$ cat src/rtl/hazard_unit_pkg.sv
// Shared constants, encodings and helpers for the pipeline hazard controller.
package hazard_unit_pkg;

  localparam int unsigned REG_W           = 5;
  localparam int unsigned MD_CNT_W        = 6;
  localparam int unsigned STALL_CNT_W     = 32;
  localparam int unsigned MULT_CYCLES_DEF = 5;
  localparam int unsigned DIV_CYCLES_DEF  = 32;

  typedef enum logic [1:0] {
    NOT_FORWARD = 2'b00,
    FORWARD_MEM = 2'b01,
    FORWARD_WB  = 2'b10
  } fwd_sel_e;

  typedef enum logic {
    MD_IDLE = 1'b0,
    MD_BUSY = 1'b1
  } md_state_e;

  // A stage produces a source operand only if it writes a non-zero matching register.
  function automatic logic reg_match(input logic             we,
                                     input logic [REG_W-1:0] rd,
                                     input logic [REG_W-1:0] src);
    return we && (rd != REG_W'(0)) && (rd == src);
  endfunction

endpackage

$ cat src/rtl/hazard_unit_md_busy_tracker.sv
// Tracks mult/div unit occupancy; the latest accepted operation reloads the count.
module hazard_unit_md_busy_tracker
  import hazard_unit_pkg::*;
#(
  parameter int unsigned MULT_CYCLES = MULT_CYCLES_DEF,
  parameter int unsigned DIV_CYCLES  = DIV_CYCLES_DEF
) (
  input  logic clk,
  input  logic reset,
  input  logic start_i,
  input  logic div_i,
  output logic md_busy_o
);

  md_state_e             state_q;
  logic [MD_CNT_W-1:0]   count_q;

  always_ff @(posedge clk or posedge reset) begin
    if (reset) begin
      state_q <= MD_IDLE;
      count_q <= '0;
    end else if (start_i) begin
      state_q <= MD_BUSY;
      count_q <= div_i ? MD_CNT_W'(DIV_CYCLES) : MD_CNT_W'(MULT_CYCLES);
    end else if (state_q == MD_BUSY) begin
      // The cycle holding count 1 is the last busy cycle.
      if (count_q <= MD_CNT_W'(1)) begin
        state_q <= MD_IDLE;
        count_q <= '0;
      end else begin
        count_q <= count_q - MD_CNT_W'(1);
      end
    end
  end

  assign md_busy_o = (state_q == MD_BUSY);

endmodule

$ cat src/rtl/hazard_unit.sv
// Central hazard controller: forwarding selects, stall/flush generation, mult/div
// occupancy and a saturating stall-cycle counter.
module hazard_unit
  import hazard_unit_pkg::*;
#(
  parameter int unsigned MULT_CYCLES = MULT_CYCLES_DEF,
  parameter int unsigned DIV_CYCLES  = DIV_CYCLES_DEF
) (
  input  logic                   clk,
  input  logic                   reset,
  input  logic [REG_W-1:0]       id_rs,
  input  logic [REG_W-1:0]       id_rt,
  input  logic                   id_uses_rs,
  input  logic                   id_uses_rt,
  input  logic                   id_branch,
  input  logic                   id_md_read,
  input  logic                   id_md_start,
  input  logic [REG_W-1:0]       ex_rs,
  input  logic [REG_W-1:0]       ex_rt,
  input  logic                   ex_reg_write,
  input  logic                   ex_mem_read,
  input  logic [REG_W-1:0]       ex_rd,
  input  logic                   ex_md_start,
  input  logic                   ex_md_div,
  input  logic                   mem_reg_write,
  input  logic                   mem_mem_read,
  input  logic [REG_W-1:0]       mem_rd,
  input  logic                   wb_reg_write,
  input  logic [REG_W-1:0]       wb_rd,
  input  logic                   mem_wait,
  output logic [1:0]             fwd_a_ex,
  output logic [1:0]             fwd_b_ex,
  output logic                   fwd_a_id,
  output logic                   fwd_b_id,
  output logic                   stall_if,
  output logic                   stall_id,
  output logic                   stall_ex,
  output logic                   stall_mem,
  output logic                   flush_ex,
  output logic                   md_busy,
  output logic [STALL_CNT_W-1:0] stall_count
);

  logic mem_hit_ex_rs, mem_hit_ex_rt, wb_hit_ex_rs, wb_hit_ex_rt;
  logic mem_hit_id_rs, mem_hit_id_rt, ex_hit_id_rs, ex_hit_id_rt;
  logic ex_used, mem_used;
  logic load_use, br_ex, br_ld, md_haz, hz;
  logic md_accept;
  logic [STALL_CNT_W-1:0] stall_count_q, stall_count_d;

  assign mem_hit_ex_rs = reg_match(mem_reg_write, mem_rd, ex_rs);
  assign mem_hit_ex_rt = reg_match(mem_reg_write, mem_rd, ex_rt);
  assign wb_hit_ex_rs  = reg_match(wb_reg_write, wb_rd, ex_rs);
  assign wb_hit_ex_rt  = reg_match(wb_reg_write, wb_rd, ex_rt);
  assign mem_hit_id_rs = reg_match(mem_reg_write, mem_rd, id_rs);
  assign mem_hit_id_rt = reg_match(mem_reg_write, mem_rd, id_rt);
  assign ex_hit_id_rs  = reg_match(ex_reg_write, ex_rd, id_rs);
  assign ex_hit_id_rt  = reg_match(ex_reg_write, ex_rd, id_rt);

  // EX operand selects: the younger MEM result wins over WB.
  always_comb begin
    fwd_a_ex = NOT_FORWARD;
    fwd_b_ex = NOT_FORWARD;
    if (mem_hit_ex_rs)     fwd_a_ex = FORWARD_MEM;
    else if (wb_hit_ex_rs) fwd_a_ex = FORWARD_WB;
    if (mem_hit_ex_rt)     fwd_b_ex = FORWARD_MEM;
    else if (wb_hit_ex_rt) fwd_b_ex = FORWARD_WB;
  end

  // A load in MEM has no data yet, so it never feeds the branch comparator.
  assign fwd_a_id = mem_hit_id_rs && !mem_mem_read;
  assign fwd_b_id = mem_hit_id_rt && !mem_mem_read;

  assign ex_used  = (id_uses_rs && ex_hit_id_rs)  || (id_uses_rt && ex_hit_id_rt);
  assign mem_used = (id_uses_rs && mem_hit_id_rs) || (id_uses_rt && mem_hit_id_rt);

  assign load_use = ex_mem_read && ex_used;
  assign br_ex    = id_branch && ex_used;
  assign br_ld    = id_branch && mem_mem_read && mem_used;
  assign md_haz   = (id_md_read || id_md_start) && (md_busy || ex_md_start);
  assign hz       = load_use || br_ex || br_ld || md_haz;

  always_comb begin
    stall_if  = 1'b0;
    stall_id  = 1'b0;
    stall_ex  = 1'b0;
    stall_mem = 1'b0;
    flush_ex  = 1'b0;
    if (mem_wait) begin
      stall_if  = 1'b1;
      stall_id  = 1'b1;
      stall_ex  = 1'b1;
      stall_mem = 1'b1;
    end else if (hz) begin
      stall_if  = 1'b1;
      stall_id  = 1'b1;
      flush_ex  = 1'b1;
    end
  end

  assign md_accept = ex_md_start && !stall_ex;

  hazard_unit_md_busy_tracker #(
    .MULT_CYCLES (MULT_CYCLES),
    .DIV_CYCLES  (DIV_CYCLES)
  ) u_md_busy_tracker (
    .clk       (clk),
    .reset     (reset),
    .start_i   (md_accept),
    .div_i     (ex_md_div),
    .md_busy_o (md_busy)
  );

  always_comb begin
    stall_count_d = stall_count_q;
    if (stall_if && (stall_count_q != '1)) stall_count_d = stall_count_q + STALL_CNT_W'(1);
  end

  always_ff @(posedge clk or posedge reset) begin
    if (reset) stall_count_q <= '0;
    else       stall_count_q <= stall_count_d;
  end

  assign stall_count = stall_count_q;

endmodule

$ cat config.mk
export PLATFORM = sky130hd
export DESIGN_NAME = hazard_unit
export DESIGN_NICKNAME = d
export VERILOG_FILES = /design/src/rtl/hazard_unit_pkg.sv /design/src/rtl/hazard_unit_md_busy_tracker.sv /design/src/rtl/hazard_unit.sv
export SDC_FILE = /design/constraint.sdc
export NUM_CORES = 1
export LEC_CHECK = 0
export BUFFER_PORTS_ARGS = -buffer_cell sky130_fd_sc_hd__buf_2
export CAP_MARGIN = 15
export CORE_MARGIN = 4
export CORE_UTILIZATION = 33
export CTS_CLUSTER_DIAMETER = 80
export DETAILED_ROUTE_END_ITERATION = 10
export PLACE_DENSITY_LB_ADDON = 0.08
export SLEW_MARGIN = 20
export SYNTH_ARGS = -nofsm -noshare
export SYNTH_HDL_FRONTEND = slang
export SYNTH_SLANG_ARGS = --single-unit
$ cat constraint.sdc
create_clock -name clk -period 3.05 [get_ports clk]
set_input_delay 0.1525 -clock clk [delete_from_list [all_inputs] [get_ports clk]]
set_output_delay 0.1525 -clock clk [all_outputs]
set_load 0.01 [all_outputs]
==> impl_metrics.py <==
metrics = {
    "status": {
        "status": "complete, no violations",
    },
    "place": {
        "dp.cells": 459,
        "placed_area_um2": 3183,
        "place_hpwl_um": 5312,
        "portBuffers": 93,
        "gp_congestion": 0.8044,
        "dp_slack_ns": 0.5798,
    },
    "sta": {
        "finalSetupViolCount": 0,
        "setup_ws_ns": 0.6646,
        "hold_violations": 0,
        "setup_tns_ns": 0,
        "slew_viol_final": 0,
        "relSlewSlack": 0.5571,
        "worst_slew_pin_slew_ns": 0.6630,
        "hold_ws_ns": 0.05894,
        "max_freq_mhz": 419.2,
        "layout_min_cycle_time_ns": 2.385,
        "finalClockSkew_ns": 0.005451,
        "rsz0062_at_grt": "no",
        "finalCritPeriodShare": 0.7821,
    },
    "cells_and_area": {
        "utilization": 0.4173,
        "final_cell_area_um2": 3274,
        "fillers": 832,
        "instances_no_fill": 468,
        "final_nets": 418,
        "drive_gt1_frac": 0.3224,
        "syn2layout_area_growth_pct": 20.77,
        "diodes": 0,
    },
    "route": {
        "drc_errors": 0,
        "firstDrtPassIters": 4,
        "routed_wl_um": 6685,
        "ant_nets": 0,
        "num_vias": 2311,
        "via_per_inst": 4.938,
        "initialDrtViolationCount": 47,
        "post_drt_wl_per_cell_um": 14.28,
    },
    "power_and_ir_drop": {
        "power_density_nw_per_um2": 488.4,
        "peakVddDrop_uv": 195.2,
        "p_sw_frac": 0.3563,
        "pwr-share-seq": 0.458,
        "power.leakage_nw": 1.512,
        "p_switching_mw": 0.5698,
        "internal_power_mw": 1.030,
        "clockPowerShare": 0.208,
        "p_comb_frac": 0.333,
        "power_mw": 1.599,
    },
    "yosys": {
        "netlist_area_um2": 2711,
        "synthArstFlopShare": 1.000,
        "synth_edf_count": 0,
        "ys_types": 43,
        "avgSynthCellArea_um2": 9.683,
        "syn_nets": 333,
        "synth_seq_cells": 39,
        "synth_top_cell_by_area": "dfrtp_1",
        "synth_warnings": 0,
        "synth_top_area_frac": 0.3599,
        "seq_area_frac_synth": 0.3599,
        "synthTopCellsByArea": "dfrtp_1 36%, xnor2_1 14%, xor2_1 8.4%",
        "synth_flop_cell": "dfrtp_1",
        "syn_inst": 280,
    },
    "clock_tree": {
        "insertion_delay_ns": 0.28,
        "cts-root-buf": "clkbuf_8",
        "cts_resized": 0,
        "clk_path_buf_depth": 2,
        "clk_pin_slew_ns": 0.08,
        "h-tree-depth": 2,
        "cts_inserted_buffers": 5,
        "cts_sinks": 39,
        "cts_tree": "done",
        "post_cts_buffers": 0,
    },
    "global_routing": {
        "grt.total_usage": 0.1400,
        "antenna_found_initial": 0,
        "grt-ovfl-total": 0,
        "grt_pass1_vias": 2402,
        "grt_pass1_wl_um": 11400,
        "grt_max_degree": 40,
    },
    "worst_setup_path": {
        "cp_top_family": "compound AO/OA/AOI/OAI gates",
        "crit-reg2reg-launch": "stall_count[7]$_DFFE_PP0P_",
        "crit_required_ns": 2.90,
        "ff2ff_path_depth": 7,
        "crit_path_end_kind": "output port",
        "reg2reg_to": "stall_count[1]$_DFFE_PP0P_",
        "critPathBufInv": 3,
        "slowest_stage": "or4_4",
        "cp_common_cell": "buf_2",
        "reg2reg_slack_ns": 0.69,
        "cp_max_fo": 20,
        "arrival_ns": 2.23,
        "worst-setup-path-type": "input pin to output port",
        "cp_slowest_stage_delay_ns": 0.55,
        "start_kind": "input pin",
        "cp_cell_sequence": "buf_2, or4_4, o21ai_4, nor4_2, a41oi_2, o2111ai_4, buf_4, buf_2",
    },
    "run": {
        "maxCapViolCount": 0,
    },
    "min_path": {
        "whs_path_depth": 2,
        "min_from": "ex_md_div",
        "whs_endpoint": "u_md_busy_tracker.count_q[0]$_DFFE_PP0P_",
        "min_path_type": "input pin to flop",
    },
    "die": {
        "boundaryPins": 94,
        "dieHeight_um": 98.65,
        "core_um2": 7848,
        "dieWidth_um": 98.65,
        "rows": 32,
        "dieArea_um2": 9731,
        "start_util": 0.3455,
    },
}
## worst max path at each step
| stage | startpoint | end | slack [ns] | depth (start not counted) |
|---|---|---|---|---|
| 3_5_place_dp | mem_rd[1] | stall_count[24]$_DFFE_PP0P_ | 0.58 | 9 |
| 6_report | mem_rd[1] | stall_id | 0.66 | 8 |
| 3_3_place_gp | mem_rd[1] | stall_count[24]$_DFFE_PP0P_ | 0.64 | 9 |
| 2_1_floorplan | stall_count[7]$_DFFE_PP0P_ | stall_count[1]$_DFFE_PP0P_ | 0.83 | 8 |
| 4_1_cts | mem_rd[1] | stall_if | 0.65 | 8 |
| 5_1_grt | stall_count[7]$_DFFE_PP0P_ | stall_count[7]$_DFFE_PP0P_ | 0.44 | 8 |
## synthesized netlist by cell type, types with 3 or more instances
master	number
or4_1	4
buf_2	3
nor3_1	6
xnor2_1	42
ha_1	3
a21oi_1	9
o21ai_0	3
and3_1	14
inv_1	7
nand3_2	3
buf_6	7
nor2b_1	3
dfrtp_1	39
buf_4	5
nor2_1	16
nor4_1	8
nand3_1	26
clkbuf_1	4
nand2_1	7
nand4_1	11
nand4_2	3
or3_1	3
xor2_1	26
and2_1	3
## registers in the layout (all words and copies together) (netlist names)
| register | count |
|---|---|
| u_md_busy_tracker.count_q | 6 |
| stall_count | 32 |
| u_md_busy_tracker.md_busy_o | 1 |
## worst register-to-register path, delay by kind of cell (launching register included)
family           cells  cell delay (ns)
flip-flops           1             0.44
multiplexers         1             0.33
AND/OR/NAND/NOR      6             1.48
## power groups by stage
stage	clock network (mW)	logic [mW]	registers, mW
2_1_floorplan	0	0.367	0.732
3_3_place_gp	0	0.535	0.744
3_5_place_dp	0	0.541	0.743
4_1_cts	0.356	0.546	0.733
5_1_grt	0.373	0.613	0.755
6_report	0.333	0.533	0.733
## layout make-up
class	instances	area, um^2	area share
tap	102	127.6	0.03898
inverter	7	26.28	0.008024
clock buffer	7	76.32	0.02331
clock inverter	1	5.005	0.001528
sequential	39	975.9	0.2981
multi-input combinational	214	1558	0.4757
timing repair buffer	98	505.5	0.1544
## kinds of logic (layout without fill, tap and decap cells)
group,after synthesis,count (layout),synth area share
AND/OR/NAND/NOR,114,114,0.2501
XOR/XNOR,68,68,0.2197
flip-flops,39,39,0.3599
buffers and inverters,27,113,0.06553
AO/OA/AOI/OAI,25,25,0.07522
multiplexers,4,4,0.01569
adder cells (fa/ha/maj),3,3,0.01385
## timing repair
item / in CTS / in global routing
setup endpoints to repair: 0 / 0
hold endpoints to repair: 3 / 0
hold buffers: 1 / 0
## layer usage
layer | track usage | part of all wire
met5 | 0 | 0
met4 | 0.02731 | 0.0082
met3 | 0.02831 | 0.039
met2 | 0.2428 | 0.49
met1 | 0.1814 | 0.46
## placed cells by master (no fill, tap or decap), types with 2 or more instances in the layout
cell type / count
buf_2: 93
xnor2_1: 42
dfrtp_1: 39
nand3_1: 26
xor2_1: 26
nor2_1: 16
and3_1: 14
nand4_1: 11
a21oi_1: 9
nor4_1: 8
nand2_1: 7
inv_1: 7
nor3_1: 6
clkbuf_8: 5
or4_1: 4
buf_4: 4
and2_1: 3
or3_1: 3
nand4_2: 3
o21ai_0: 3
nor2b_1: 3
nand3_2: 3
ha_1: 3
and4_1: 2
or4_4: 2
a21o_1: 2
a41oi_2: 2
mux2i_1: 2
a211oi_1: 2
clkbuf_1: 2
No activity file was read; power rests on OpenSTA's default activity.
